--- src/rtl/crc_check.sv ---
// Serial CRC frame checker: shifts message+CRC bits MSB first, flags zero remainder.
// Optional CRC_CHECK_ERR_COUNT_EN adds a saturating bad-frame counter (err_count).
module crc_check #(
    parameter int width      = 32,
    parameter int poly_width = 9
) (
    input  logic                  clk,
    input  logic                  reset,
    input  logic [poly_width-1:0] poly,
    input  logic                  start,
    input  logic                  bit_in,
    input  logic                  bit_valid,
    output logic                  busy,
    output logic                  done,
    output logic                  crc_ok,
`ifdef CRC_CHECK_ERR_COUNT_EN
    output logic [15:0]           err_count,
`endif
    output logic [poly_width-2:0] remainder
);

    localparam int RW = poly_width - 1;
    localparam logic [7:0] LAST = 8'(width + poly_width - 2);

    typedef enum logic [1:0] {
        IDLE  = 2'd0,
        SHIFT = 2'd1,
        DONE  = 2'd2
    } state_t;

    state_t        state_q;
    logic [RW-1:0] rem_q;
    logic [RW-1:0] rem_d;
    logic [RW-1:0] poly_q;
    logic [7:0]    cnt_q;
    logic          done_q;
    logic          ok_q;
    logic [RW-1:0] remainder_q;

    // The generator's leading term is implicit in the feedback tap.
    logic unused_poly_msb;
    assign unused_poly_msb = poly[poly_width-1];

    always_comb begin
        rem_d = {rem_q[RW-2:0], bit_in};
        if (rem_q[RW-1]) begin
            rem_d = rem_d ^ poly_q;
        end
    end

`ifdef CRC_CHECK_ERR_COUNT_EN
    logic [15:0] err_q;
    assign err_count = err_q;
`endif

    always_ff @(posedge clk or posedge reset) begin
        if (reset) begin
            state_q     <= IDLE;
            rem_q       <= '0;
            poly_q      <= '0;
            cnt_q       <= '0;
            done_q      <= 1'b0;
            ok_q        <= 1'b0;
            remainder_q <= '0;
`ifdef CRC_CHECK_ERR_COUNT_EN
            err_q       <= '0;
`endif
        end else begin
            done_q <= 1'b0;
            case (state_q)
                IDLE: begin
                    if (start) begin
                        rem_q   <= '0;
                        cnt_q   <= '0;
                        poly_q  <= poly[RW-1:0];
                        state_q <= SHIFT;
                    end
                end
                SHIFT: begin
                    if (bit_valid) begin
                        rem_q <= rem_d;
                        cnt_q <= cnt_q + 8'd1;
                        if (cnt_q == LAST) begin
                            state_q     <= DONE;
                            done_q      <= 1'b1;
                            remainder_q <= rem_d;
                            ok_q        <= (rem_d == '0);
`ifdef CRC_CHECK_ERR_COUNT_EN
                            if (rem_d != '0 && err_q != 16'hFFFF) begin
                                err_q <= err_q + 16'd1;
                            end
`endif
                        end
                    end
                end
                DONE: begin
                    state_q <= IDLE;
                end
                default: begin
                    state_q <= IDLE;
                end
            endcase
        end
    end

    assign busy      = (state_q == SHIFT);
    assign done      = done_q;
    assign crc_ok    = ok_q;
    assign remainder = remainder_q;

endmodule

--- config.mk ---
export PLATFORM = sky130hd
export DESIGN_NAME = crc_check
export DESIGN_NICKNAME = d
export VERILOG_FILES = /design/src/rtl/crc_check.sv
export SDC_FILE = /design/constraint.sdc
export NUM_CORES = 1
export LEC_CHECK = 0
export BUFFER_PORTS_ARGS = -buffer_cell sky130_fd_sc_hd__buf_2
export CORE_UTILIZATION = 53
export CTS_BUF_LIST = sky130_fd_sc_hd__clkbuf_8
export DETAILED_ROUTE_END_ITERATION = 12
export HOLD_SLACK_MARGIN = 0.03
export PLACE_DENSITY = 0.84
export SYNTH_ARGS = -nofsm -noshare
export SYNTH_HDL_FRONTEND = slang
export SYNTH_SLANG_ARGS = --single-unit
--- constraint.sdc ---
create_clock -name clk -period 1.58 [get_ports clk]
set_input_delay 0.158 -clock clk [delete_from_list [all_inputs] [get_ports clk]]
set_output_delay 0.158 -clock clk [all_outputs]
set_load 0.01 [all_outputs]
==> results of run 1 <==
through the flow:
step / setup WS, ns / utilization (%) / hold slack [ns] / cell area, sq um / cells
2_1_floorplan: 0.0391 / - / 0.310 / 1760 / 168
3_3_place_gp: 0.0843 / 66.9 / 0.277 / 2060 / 249
3_5_place_dp: -0.00603 / 66.9 / 0.280 / 2060 / 249
4_1_cts: 0.0151 / 71.5 / 0.0849 / 2200 / 258
5_1_grt: -0.0235 / 73.7 / 0.0837 / 2270 / 261
6_report: 0.0331 / 73.7 / 0.0886 / 2270 / 261
metal layers:
metal | global-route usage, % | vias up | routed length [um]
li1 | - | 688 | -
met1 | 30.1 | 700 | 1570
met2 | 35.5 | 41 | 1850
met3 | 7.86 | 9 | 197
met4 | 12.6 | 0 | 82
met5 | 0 | - | 0
logic make-up (layout without fill, tap and decap cells):
group	Yosys count	count (layout)
and+or+nand+nor	62	62
DFF	36	36
AOI/OAI and AO/OA	33	33
xor gates and xnor gates	17	17
muxes	11	11
buffers and inverters	8	57
adders and majority gates	1	1
cell type report:
type	count	area [sq um]	area share [%]
inverters	2	7.51	0.331
repair buffers	47	305	13.5
clock inverters	1	30.0	1.32
flip-flops and latches	36	903	39.8
multi-input cells	124	870	38.4
well taps	44	55.1	2.43
clock buffers	7	96.3	4.25
power groups by stage:
| stage | logic (mW) | registers [mW] | clock network [mW] |
|---|---|---|---|
| 3_5_place_dp | 1.18 | 1.36 | 0 |
| 3_3_place_gp | 1.13 | 1.34 | 0 |
| 4_1_cts | 1.20 | 1.35 | 0.904 |
| 5_1_grt | 1.38 | 1.41 | 0.950 |
| 2_1_floorplan | 0.730 | 1.37 | 0 |
| 6_report | 1.25 | 1.38 | 0.891 |
repair_timing:
action / CTS / global route
pin swaps: 0 / 4
cloned: 0 / 1
setup buffers: 0 / 2
endpoints found under the hold margin: 36 / 0
hold buffers: 1 / 0
setup endpoints to repair: 1 / 12
gates resized for setup: 1 / 12
final timing paths:
kind                              start           end  depth (start not counted)
setup / recovery               rem_q[6]        crc_ok                          5
hold / removal                  poly[2]     poly_q[2]                          2
setup reg to reg               rem_q[6]        crc_ok                          5
hold reg to reg            remainder[6]  remainder[6]                          2
max in group asynchronous         reset      rem_q[6]                          4
min in group asynchronous         reset      rem_q[4]                          4
layout by cell type (no fill, tap or decap), types with 2 or more instances in the layout:
| cell | netlist | routed |
|---|---|---|
| xor2_1 | 12 | 12 |
| nand4_1 | 3 | 3 |
| o21ai_0 | 18 | 18 |
| nor2_1 | 11 | 11 |
| dfrtp_2 | 0 | 2 |
| o21ai_1 | 3 | 3 |
| a21oi_1 | 2 | 2 |
| nor4bb_1 | 4 | 3 |
| buf_2 | 1 | 23 |
| clkbuf_8 | 0 | 7 |
| a22oi_1 | 4 | 4 |
| buf_6 | 0 | 2 |
| and4b_1 | 2 | 2 |
| mux2_2 | 10 | 10 |
| a31o_2 | 4 | 4 |
| xnor2_1 | 5 | 4 |
| dfrtp_1 | 36 | 34 |
| nor4_2 | 0 | 2 |
| buf_4 | 0 | 21 |
| nand2_1 | 29 | 29 |
state kept, by name, summed over array words and instances, names as in the netlist:
signal     count
state_q        2
done           1
poly_q         8
cnt_q          8
rem_q          8
crc_ok         1
remainder      8
==> metrics.md, run 1 <==
| Metric | Value |
|---|---|
| Commonest cells post-synth | dfrtp_1 (36), nand2_1 (29), o21ai_0 (18) |
| CTS max path bufs | 2 |
| HPWL after detailed placement | 2630 um |
| Rows | 20 |
| Vias | between 1000 and 1500 |
| CP max-delay cell | dfrtp_2 |
| Drt pass-1 iters | 4 |
| Syn_area_per_cell | 10.4 sq um |
| Final Total Pwr | roughly 3.5 mW |
| Share of the synthesized area in the top cell type | 51.6% |
| Final WL | ~3700 um |
| H-tree levels | 2 |
| Initial Utilization | between 50% and 60% |
| Complex-gate fraction of the synthesized area | between 10% and 20% |
| Final setup TNS | 0 ns |
| Pin count of the biggest net entering global routing | 37 |
| Post-layout minimum cycle time | ~1.5 ns |
| Layout area overhead | 29.9% |
| Fin crit share | between 90 and 100% |
| Final Max Slew Viols | 0 |
| Kind of critical path | reg -> reg |
| Synth top area cells | dfrtp_1 (52%), mux2_2 (6.5%), nand2_1 (6.2%) |
| Proportion of layout cells with a drive suffix above 1 | between 30% and 40% |
| Crit-path leading delay family | flip-flops |
| Top_reg_cell synth | dfrtp_1 |
| Num CTS Buffers | 5 |
| Clock skew | about 0.0067 ns |
| DRC | 0 |
| Vias in the first global route | roughly 1300 |
| Number of fill cells in the layout | approximately 240 |
| Overall routing resource usage | about a quarter |
| Root Driver | clkbuf_8 |
| Achievable clock frequency | between 0.6 and 0.7 GHz |
| Crit path DAT | between 1.5 and 2 ns |
| Pint | ~2.4 mW |
| Die Span Y | ~59 um |
| Sw frac | between 30% and 40% |
| CP Max Fanout | 6 |
| Core footprint | around 3100 sq um |
| IO Count | 25 |
| Post-Synth Simple-Gate Area | between 10% and 20% |
| Global-route wire length before repair | 5890 um |
| Worst-Skew Late Latency | ~0.3 ns |
| Leak | approximately 1.1 nW |
| Psw | approximately 1.2 mW |
| Fraction of registers with async set/reset | between 90% and 100% |
| Total congestion overflow | 0 |
| Cell Chain, Critical Path | xnor2_2 -> a31o_2 -> a22oi_1 -> nor4_2 -> mux2_2 |
| Max VDD drop | 0.00101 V |
| Mapped Nets | 183 |
| TritonCTS clock tree | yes |
| Cell accounting for the most synthesized area | dfrtp_1 |
| GPL Wtd Cong | about 0.85 |
| DR WL/cell | ~14 um |
| Avg Vias per Cell | 5.51 |
| Reg2reg setup slack | approximately 0.033 ns |
| XOR/XNOR Fraction of Synth Area | around 8.5% |
| Critical Path Source Type | flop |
| Final hold violations | 0 |
| Nets | around 230 |
| Yosys reg bits | 36 |
| Library cells used by synthesis | 32 |
| CP endpoint kind | flop |
| Slew HR | 70.8% |
| EDFF count, synth | 0 |
| First DRT Iteration DRCs | 48 |
| Register area share after synthesis | between 50% and 60% |
| Status | completed |
| Comb power frac | 35.5% |
| Die X | between 50 and 60 um |
| Full die area | between 3000 and 4000 sq um |
| Most common cell in the netlist | dfrtp_1 |
| Largest family of logic cells by synthesized area | simple AND/OR/NAND/NOR gates |
| Critical Path Max Stage Delay | roughly 0.47 ns |
| Hold crit path type | in -> reg |
| Post-synthesis mux area share | under 10% |
| Adder-cell share of the synthesized area | less than 1% |
| N_diodes | 0 |
| Cells after Synth | 168 |
| # setup viols final | 0 |
| Yosys warns | 0 |
| Post-route ant nets | 0 |
| Antenna violations before repair | 0 |
| Pwr dens | 1550 nW/um^2 |
| Sequential Power Share | 39.2% |
| Maxcap violations | 0 |
| Clk network pwr share | 25.3% |
| Clk sink count | 36 |
| Crit path required time | 1.76 ns |
| CP bufs+invs | 0 |
| Reg clk slew, reported paths | about 0.07 ns |
| Least-Margin Pin Slew | between 0.4 and 0.5 ns |
| Synthesized cell area | between 1500 and 2000 sq um |
| Port bufs | 23 |
| RSZ-0062 raised after global routing | yes |
(Power assumes the default switching activity.)
==> run 2, diff against run 1 <==
Settings changed: ABC_AREA from default to 1, GPL_ROUTABILITY_DRIVEN from default to 0.
Clock period 1.58 ns to 1.4 ns, I/O delays scaled along.
==> metrics.md, run 2 <==
| Metric | Value |
|---|---|
| Leak | 1.12 nW (+4.1%) |
| Worst-Skew Late Latency | 0.29 ns (about the same) |
| Hold slack | 0.0382 ns (-0.0505 ns) |
| N_diodes | 0 (unchanged) |
| Cells after Synth | 221 (+32%) |
| Number of fill cells in the layout | 290 (+20%) |
| Complex-gate fraction of the synthesized area | 9.12% (-2.1 points) |
| Share of the synthesized area in the top cell type | 50.9% (-0.73 points) |
| Final setup TNS | 0 ns (unchanged) |
| Core footprint | 3100 sq um (+0.81%) |
| XOR/XNOR Fraction of Synth Area | 0% (-8.5 points) |
| Synthesized cell area | 1770 sq um (+1.4%) |
| Clk sink count | 36 (unchanged) |
| Drt pass-1 iters | 4 (unchanged) |
| Reg clk slew, reported paths | 0.07 ns (about the same) |
| Post-synthesis mux area share | 0% (-7.0 points) |
| Die X | 59.8 um (+0.69%) |
| First DRT Iteration DRCs | 69 (+44%) |
| Adder-cell share of the synthesized area | 0.707% (-0.010 points) |
| Slew HR | 71.6% (+0.77 points) |
| Achievable clock frequency | between 0.7 and 0.8 GHz |
| Rows | 20 (unchanged) |
| Full die area | 3580 sq um (+1.4%) |
| CP max-delay cell | dfrtp_1 |
| Cell accounting for the most synthesized area | dfrtp_1 |
| Pin count of the biggest net entering global routing | 37 (unchanged) |
| Critical Path Source Type | flop |
| Commonest cells post-synth | nand2_1 (87), dfrtp_1 (36), inv_1 (21) |
| Final hold violations | 0 (unchanged) |
| Post-Synth Simple-Gate Area | 31.4% (+12 points) |
| Commonest non-fill, non-tap cell in the layout | nand2_1 |
| Sw frac | 36.1% (+2.9 points) |
| CTS max path bufs | 2 (unchanged) |
| Register area share after synthesis | 50.9% (-0.73 points) |
| Proportion of layout cells with a drive suffix above 1 | 21.6% (-16 points) |
| Top_reg_cell synth | dfrtp_1 |
| Crit path DAT | 1.19 ns (-0.54 ns) |
| Die Span Y | 59.8 um (+0.69%) |
| Antenna violations before repair | 0 (unchanged) |
| Syn_area_per_cell | 8.01 sq um (-23%) |
| DP Cell Count | 290 (+16%) |
| Placed instance area | 1950 sq um (-5.2%) |
| TritonCTS clock tree | yes |
| Fraction of registers with async set/reset | 100% (unchanged) |
| Max VDD drop | 0.000720 V (-29%) |
| Clock skew | 0.00527 ns (-0.00139 ns) |
| Comb power frac | 28.8% (-6.7 points) |
| Clk network pwr share | 21.9% (-3.4 points) |
| Post-route ant nets | 0 (unchanged) |
| Fin crit share | 95.2% |
| # setup viols final | 0 (unchanged) |
| Port bufs | 23 (unchanged) |
| Hold crit path type | in -> reg |
| Psw | 1.10 mW (-5.7%) |
| HPWL after detailed placement | 2430 um (-7.8%) |
| Layout area overhead | 16.0% |
| Nets | 270 (+17%) |
| CP Max Fanout | 9 (+3) |
| Pint | 1.95 mW (-17%) |
| RSZ-0062 raised after global routing | no |
| Crit path required time | 1.26 ns (-0.50 ns) |
| DRC | 0 (unchanged) |
| CP endpoint kind | primary output |
| H-tree levels | 2 (unchanged) |
| Initial Utilization | 57.1% (+0.35 points) |
| Most common cell in the netlist | nand2_1 |
| Root Driver | clkbuf_8 |
| Status | completed |
| EDFF count, synth | 0 (unchanged) |
| Library cells used by synthesis | 23 (-28%) |
| Final WL | 3340 um (-9.9%) |
| Global-route wire length before repair | 5530 um (-6.1%) |
| Vias in the first global route | 1296 (-1.7%) |
| Overall routing resource usage | 21.8% (-1.8 points) |
| Num CTS Buffers | 5 (unchanged) |
| IO Count | 25 (unchanged) |
| Vias | 1465 (+1.9%) |
| Maxcap violations | 0 (unchanged) |
| Critical Path Max Stage Delay | 0.43 ns (-0.04 ns) |
| Synth top area cells | dfrtp_1 (51%), nand2_1 (18%), nand3_1 (4.8%) |
| Post-layout minimum cycle time | between 1 and 1.5 ns |
| Kind of critical path | reg -> out |
| Mapped Nets | 236 (+29%) |
| Yosys reg bits | 36 (unchanged) |
| Final Util | 66.2% (-7.4 points) |
| Final Max Slew Viols | 0 (unchanged) |
| Avg Vias per Cell | 4.90 (-11%) |
| Commonest non-fill, non-tap cells in the layout | nand2_1 (87), dfrtp_1 (35), buf_2 (23) |
| Fin area | 2050 sq um (-9.4%) |
| Yosys warns | 0 (unchanged) |
| Total congestion overflow | 0 (unchanged) |
| Least-Margin Pin Slew | 0.427 ns (-0.0116 ns) |
| Non-filler instance count after layout | 299 (+15%) |
| Sequential Power Share | 49.3% (+10 points) |
| Largest family of logic cells by synthesized area | simple AND/OR/NAND/NOR gates |
| DR WL/cell | 11.2 um (-21%) |
| Cell Chain, Critical Path | nor2_8 -> buf_4 -> buf_2 |
| Pwr dens | 1480 nW/um^2 (-4.3%) |
==> run 2: cell types whose count changed in the layout (fill, tap and decap cells not counted), moves of 5 or more <==
cell	previous run	this run
mux2_2	10	0
o21ai_0	18	4
o22ai_1	0	6
inv_1	1	21
nand3_1	1	17
nand2_1	29	87
xor2_1	12	0
nor2_1	11	16
buf_4	21	9
o21ai_2	0	8
==> run 2: routing by layer <==
layer / global-route usage [%] / share of wire [%]
met1: 27.0 / 48
met2: 34.4 / 45
met3: 6.49 / 4.1
met4: 11.3 / 2.3
met5: 0 / 0
==> run 2: what timing repair did <==
action	CTS	global route
hold buffers	1	0
pin swaps	0	0
resized for setup	1	3
setup endpoints to repair	1	15
hold endpoints to repair	36	0
buffers inserted	0	1
==> run 2: area by class of cell <==
| class | count | area, sq um | share of cell area [%] |
|---|---|---|---|
| clock buffers | 5 | 68.8 | 3.35 |
| clock inverters | 2 | 8.76 | 0.426 |
| inverters | 24 | 92.6 | 4.51 |
| multi-input cells | 155 | 734 | 35.7 |
| flip-flops and latches | 36 | 902 | 43.9 |
| well taps | 44 | 55.1 | 2.68 |
| repair buffers | 33 | 193 | 9.38 |
==> run 2: final timing paths <==
kind	start	to	slack, ns	cells past startpoint
hold / removal	poly[5]	poly_q[5]	0.04	3
setup / recovery	state_q[1]	busy	0.07	3
max in group asynchronous	reset	rem_q[7]	0.55	4
setup reg to reg	cnt_q[0]	remainder[7]	0.12	8
hold reg to reg	remainder[2]	remainder[2]	0.48	2
min in group asynchronous	reset	state_q[0]	0.52	4
==> run 2: stage by stage <==
| stage | total power, mW | setup slack, ns |
|---|---|---|
| 4_1_cts | 3.05 | 0.0294 |
| 3_3_place_gp | 2.33 | 0.0389 |
| 3_5_place_dp | 2.37 | 0.00675 |
| 6_report | 3.05 | 0.0668 |
| 2_1_floorplan | 2.15 | 0.0671 |
| 5_1_grt | 3.30 | 0.00619 |
==> run 2: critical path: cells and delay by family (launching register included) <==
kind          cells  cell delay, ns
simple gates      1            0.15
flops             1            0.43
buf+inv           2            0.32
==> run 2: logic make-up after synthesis <==
kind of cell | after synthesis
AND/OR/NAND/NOR | 130
flip-flops | 36
buffers and inverters | 30
AO/OA/AOI/OAI | 24
adder cells (fa/ha/maj) | 1
==> run 2: power groups by stage <==
| stage | Clock [mW] | Sequential (mW) | Combinational [mW] |
|---|---|---|---|
| finish | 0.667 | 1.50 | 0.880 |
| global route | 0.728 | 1.55 | 1.02 |
| CTS | 0.690 | 1.50 | 0.859 |
| detailed placement | 0 | 1.52 | 0.853 |
| global placement | 0 | 1.50 | 0.826 |
| floorplan | 0 | 1.43 | 0.725 |
